===== src/rtl/ahb3lite_sdram_arbiter.sv =====
// Round-robin arbiter that shares the SDRAM command sequencer between the AHB ports and the refresh timer.
// Refresh has priority over ports, and a bounded refresh wait overrides a port's lock.
module ahb3lite_sdram_arbiter #(
  parameter int unsigned AHB_PORTS    = 2,
  parameter int unsigned RFR_MAX_WAIT = 16
) (
  input  logic                                         HCLK,
  input  logic                                         HRESETn,
  input  logic [AHB_PORTS-1:0]                         req_i,
  input  logic [AHB_PORTS-1:0]                         lock_i,
  input  logic                                         done_i,
  input  logic                                         rfr_req_i,
  input  logic                                         rfr_done_i,
  output logic [AHB_PORTS-1:0]                         gnt_o,
  output logic [((AHB_PORTS > 1) ? $clog2(AHB_PORTS) : 1)-1:0] gnt_id_o,
  output logic                                         rfr_gnt_o,
  output logic                                         rfr_urgent_o
);

  localparam int unsigned IDW = (AHB_PORTS > 1) ? $clog2(AHB_PORTS) : 1;
  localparam int unsigned WW  = $clog2(RFR_MAX_WAIT + 1);

  typedef enum logic [1:0] {
    IDLE    = 2'd0,
    PORT    = 2'd1,
    REFRESH = 2'd2
  } state_t;

  state_t                 state_q, state_d;
  logic [IDW-1:0]         owner_q, owner_d;
  logic [IDW-1:0]         last_q, last_d;
  logic [WW-1:0]          wait_q, wait_d;
  logic [AHB_PORTS-1:0]   gnt_q, gnt_d;
  logic [IDW-1:0]         gnt_id_q, gnt_id_d;
  logic                   rfr_gnt_q, rfr_gnt_d;
  logic                   urgent;
  logic                   found;
  logic [IDW-1:0]         pick;
  int unsigned            cand;

  assign urgent = (wait_q == WW'(RFR_MAX_WAIT));

  always_comb begin
    found = 1'b0;
    pick  = '0;
    cand  = 0;
    // Search starts just after the most recent owner, wrapping around.
    for (int unsigned i = 1; i <= AHB_PORTS; i++) begin
      cand = (32'(last_q) + i) % AHB_PORTS;
      if (!found && req_i[cand]) begin
        found = 1'b1;
        pick  = IDW'(cand);
      end
    end
  end

  always_comb begin
    state_d = state_q;
    owner_d = owner_q;
    last_d  = last_q;
    case (state_q)
      IDLE: begin
        if (rfr_req_i) begin
          state_d = REFRESH;
        end else if (found) begin
          state_d = PORT;
          owner_d = pick;
          last_d  = pick;
        end
      end
      PORT: begin
        if (done_i && !(lock_i[owner_q] && req_i[owner_q] && !urgent)) begin
          state_d = IDLE;
        end
      end
      REFRESH: begin
        if (rfr_done_i) begin
          state_d = IDLE;
        end
      end
      default: state_d = IDLE;
    endcase
  end

  always_comb begin
    wait_d = wait_q;
    if (state_d == REFRESH && state_q != REFRESH) begin
      wait_d = '0;
    end else if (rfr_req_i && state_q != REFRESH && !urgent) begin
      wait_d = wait_q + 1'b1;
    end
  end

  // Grants decode the current state, so entering PORT/REFRESH shows one cycle later.
  always_comb begin
    gnt_d     = '0;
    gnt_id_d  = '0;
    rfr_gnt_d = (state_q == REFRESH);
    if (state_q == PORT) begin
      gnt_d[owner_q] = 1'b1;
      gnt_id_d       = owner_q;
    end
  end

  always_ff @(posedge HCLK or negedge HRESETn) begin
    if (!HRESETn) begin
      state_q   <= IDLE;
      owner_q   <= '0;
      last_q    <= IDW'(AHB_PORTS - 1);
      wait_q    <= '0;
      gnt_q     <= '0;
      gnt_id_q  <= '0;
      rfr_gnt_q <= 1'b0;
    end else begin
      state_q   <= state_d;
      owner_q   <= owner_d;
      last_q    <= last_d;
      wait_q    <= wait_d;
      gnt_q     <= gnt_d;
      gnt_id_q  <= gnt_id_d;
      rfr_gnt_q <= rfr_gnt_d;
    end
  end

  assign gnt_o        = gnt_q;
  assign gnt_id_o     = (AHB_PORTS == 1) ? '0 : gnt_id_q;
  assign rfr_gnt_o    = rfr_gnt_q;
  assign rfr_urgent_o = urgent;

endmodule


===== config.mk =====
export PLATFORM = sky130hd
export DESIGN_NAME = ahb3lite_sdram_arbiter
export DESIGN_NICKNAME = d
export VERILOG_FILES = /design/src/rtl/ahb3lite_sdram_arbiter.sv
export SDC_FILE = /design/constraint.sdc
export NUM_CORES = 1
export LEC_CHECK = 0
export BUFFER_PORTS_ARGS = -buffer_cell sky130_fd_sc_hd__buf_2
export CAP_MARGIN = 20
export CORE_MARGIN = 3
export CORE_UTILIZATION = 45
export CTS_CLUSTER_SIZE = 16
export DETAILED_ROUTE_END_ITERATION = 8
export GPL_TIMING_DRIVEN = 0
export PLACE_DENSITY = 0.71
export SLEW_MARGIN = 20
export SYNTH_ARGS = -nofsm -noshare
export SYNTH_HDL_FRONTEND = slang
export SYNTH_SLANG_ARGS = --single-unit

===== constraint.sdc =====
create_clock -name HCLK -period 1.5 [get_ports HCLK]
set_input_delay 0.3 -clock HCLK [delete_from_list [all_inputs] [get_ports HCLK]]
set_output_delay 0.3 -clock HCLK [all_outputs]
set_load 0.005 [all_outputs]

==> flow_summary.yaml <==
worst_setup_path:
  cp-start-kind: "flip-flop"
  reg2reg_slack_ns: -0.06
  critPathCapture: "rfr_urgent_o"
  critPathMaxFanout: 3
  crit_arrival_ns: 1.29
  end_kind: "output pin"
  r2r_end: "wait_q[2]"
  cp_slowest_stage_delay_ns: 0.41
  slowest_stage: "dfrtp_1"
  worstReg2RegStart: "wait_q[0]"
  worstPathRequired_ns: 1.20
  cp_cell_sequence: "inv_1 > ha_1 > nor4bb_4 > buf_2"
  crit_start: "wait_q[0]"
  r2r_cells: 6
  critPathKind: "flip-flop to output pin"
global_routing:
  grt_max_degree: 13
  grt_pass1_wl_um: 2040
  gr-usage-all-layers_pct: 14.7
  grt_overflow: 0
  grt_pass1_vias: 489
  antenna_found_initial: 0
timing:
  hold_violations: 0
  tns_ns: -0.147
  setup_viol: 2
  grt_setup_unrepaired: "yes"
  timing.final.crit_share_pct: 106
  layout_setup_ws_ns: -0.0902
  skew_ns: 0.00852
  slew_headroom_pct: 73.5
  slew_viol_final: 0
  fin_crit_ns: 1.59
  fmax_ghz: 0.629
  tightest_slew_ns: 0.395
cells_and_area:
  multi_input_area_um2: 287
  drive_gt1_share_pct: 32.6
  stdcell_count: 100
  areaGrowthSynthToFinish_pct: 29.9
  fin_util_pct: 65.9
  regArea_um2: 302
  n_fill_cell: 104
  diodes: 0
  nets: 98
floorplanning:
  die_area_um2: 1810
  io_pins: 14
  initial_core_util_pct: 50.7
  die_x_um: 42.6
  coreArea_um2: 1190
  fp.dieH_um: 42.6
  fp-row-count: 12
route:
  dr.pass1.iters: 4
  via_per_inst: 5.70
  vias: 570
  wl_um: 1340
  drt_iter0_drc: 41
  antenna_left: 0
  post-route-drc-count: 0
  wl_per_cell_um: 13.4
pwr:
  ir_worst_vdd_v: 0.00109
  power_density_nw_per_um2: 1840
  leakage_nw: 0.385
yosys:
  synth-seq-cells: 12
  yosysSeqAreaShare_pct: 50.1
  synth_area_per_cell_um2: 9.40
  netlist_instances: 64
  ys_types: 25
  yosysWarnings: 0
  synthesis.area_um2: 602
  syn_nets: 75
placement:
  dp_cells: 91
  gp_congestion: 0.703
  port_buffers: 13
  post-dp-hpwl_um: 850
hold_path:
  min_path_type: "primary input to flip-flop"
clocking:
  clkSinkCount: 12
  cts_buffers: 3
  htreeDepth: 1
  clk_latency_ns: 0.27
  cts.path.max_buffers: 2
  clk_pin_slew_ns: 0.09
  root_buffer: "clkbuf_4"
  cts_tree: "done"
job:
  drv_cap: 0
run_status:
  outcome: "finished with violations"
  violations: "setup timing"
kinds of logic (layout without fill, tap and decap cells):
logic type,after synthesis,in the layout,share of synthesized area [%]
flops,12,12,50.1
simple gates,28,28,22.9
fa+ha+maj,2,2,4.16
compound gates,15,15,17.5
buf+inv,7,29,5.41
metrics by stage:
stage               total power, W  instance area (um2)  setup slack [ns]  hold WS (ns)
floorplan                 0.000880                  602            0.0133       0.00441
global placement           0.00101                  684           -0.0348         0.192
detailed placement         0.00103                  684           -0.0638         0.190
CTS                        0.00137                  761           -0.0904         0.194
global route               0.00153                  782            -0.162         0.213
finish                     0.00144                  782           -0.0902         0.192
flip-flops by register name, summed over array words and instances (netlist names):
name / flops
wait_q: 5
rfr_gnt_o: 1
last_q: 1
gnt_id_o: 1
owner_q: 1
state_q: 2
gnt_o: 1
repair_timing:
action                                 CTS  global route
hold buffers                             1             0
setup buffers                            4             1
resized for setup                        0             3
endpoints found under the hold margin   11             0
pin swaps                                0             1
setup endpoints to repair                2             4
cell usage in the layout, fill, tap and decap left out, types with 2 or more instances in the layout:
| cell type | n |
|---|---|
| dfrtp_1 | 11 |
| nand3_1 | 9 |
| nand2_1 | 6 |
| buf_2 | 14 |
| o311ai_0 | 2 |
| buf_4 | 6 |
| clkbuf_4 | 3 |
| nor2_1 | 6 |
| inv_1 | 4 |
| ha_1 | 2 |
| o21ai_0 | 6 |
critical path: cells and delay by family (launching register included):
kind	cells	cell delay (ns)
and+or+nand+nor	1	0.23
buffers and inverters	2	0.24
DFF	1	0.41
adders and majority gates	1	0.14
worst min-delay path by stage:
stage	cells past startpoint	from	endpoint	slack (ns)
after floorplan	0	HRESETn	gnt_id_o	0.004
after CTS	2	rfr_done_i	state_q[1]	0.19
after detailed placement	1	HRESETn	gnt_id_o	0.19
after global routing	2	rfr_done_i	state_q[1]	0.21
after global placement	1	HRESETn	gnt_o[0]	0.19
final	2	rfr_done_i	state_q[1]	0.19
cell usage after synthesis:
library cell | n | area share (%)
dfrtp_1 | 11 | 46
nand3_1 | 9 | 7.5
nand2_1 | 6 | 3.7
nor2_1 | 6 | 3.7
o21ai_0 | 6 | 5.0
inv_1 | 4 | 2.5
buf_2 | 2 | 1.7
ha_1 | 2 | 4.2
o311ai_0 | 2 | 2.9
a211o_1 | 1 | 1.5
a211oi_1 | 1 | 1.2
a21oi_1 | 1 | 0.83
a31oi_1 | 1 | 1.0
a32o_1 | 1 | 1.7
buf_4 | 1 | 1.2
dfstp_2 | 1 | 4.4
nand2b_1 | 1 | 1.0
nor2b_1 | 1 | 1.0
nor3_1 | 1 | 0.83
nor4_1 | 1 | 1.0
nor4bb_1 | 1 | 1.7
o211ai_1 | 1 | 1.2
o211ai_2 | 1 | 2.1
or3_1 | 1 | 1.0
or4_1 | 1 | 1.2
final cells by class:
type / count / share of cell area (%)
flip-flops and latches: 12 / 38.6
repair buffers: 19 / 14.4
clock buffers: 4 / 4.64
multi-input cells: 45 / 36.6
well taps: 14 / 2.24
plain buffers: 2 / 1.60
inverters: 4 / 1.92
layer usage:
metal / part of all wire [%] / track usage (%) / up-vias / wire length, um
li1: - / - / 276 / -
met2: 47 / 23.7 / 26 / 633
met1: 44 / 18.6 / 264 / 586
met3: 7.6 / 3.86 / 4 / 102
met5: 0 / 0 / - / 0
met4: 1.4 / 5.59 / 0 / 19
report_power, final:
group,switching (W),internal [W],total (W)
combinational,0.000283,0.000300,0.000583
sequential,0.000129,0.000465,0.000594
clock,0.000111,0.000147,0.000259
No activity file was read; power rests on OpenSTA's default activity.
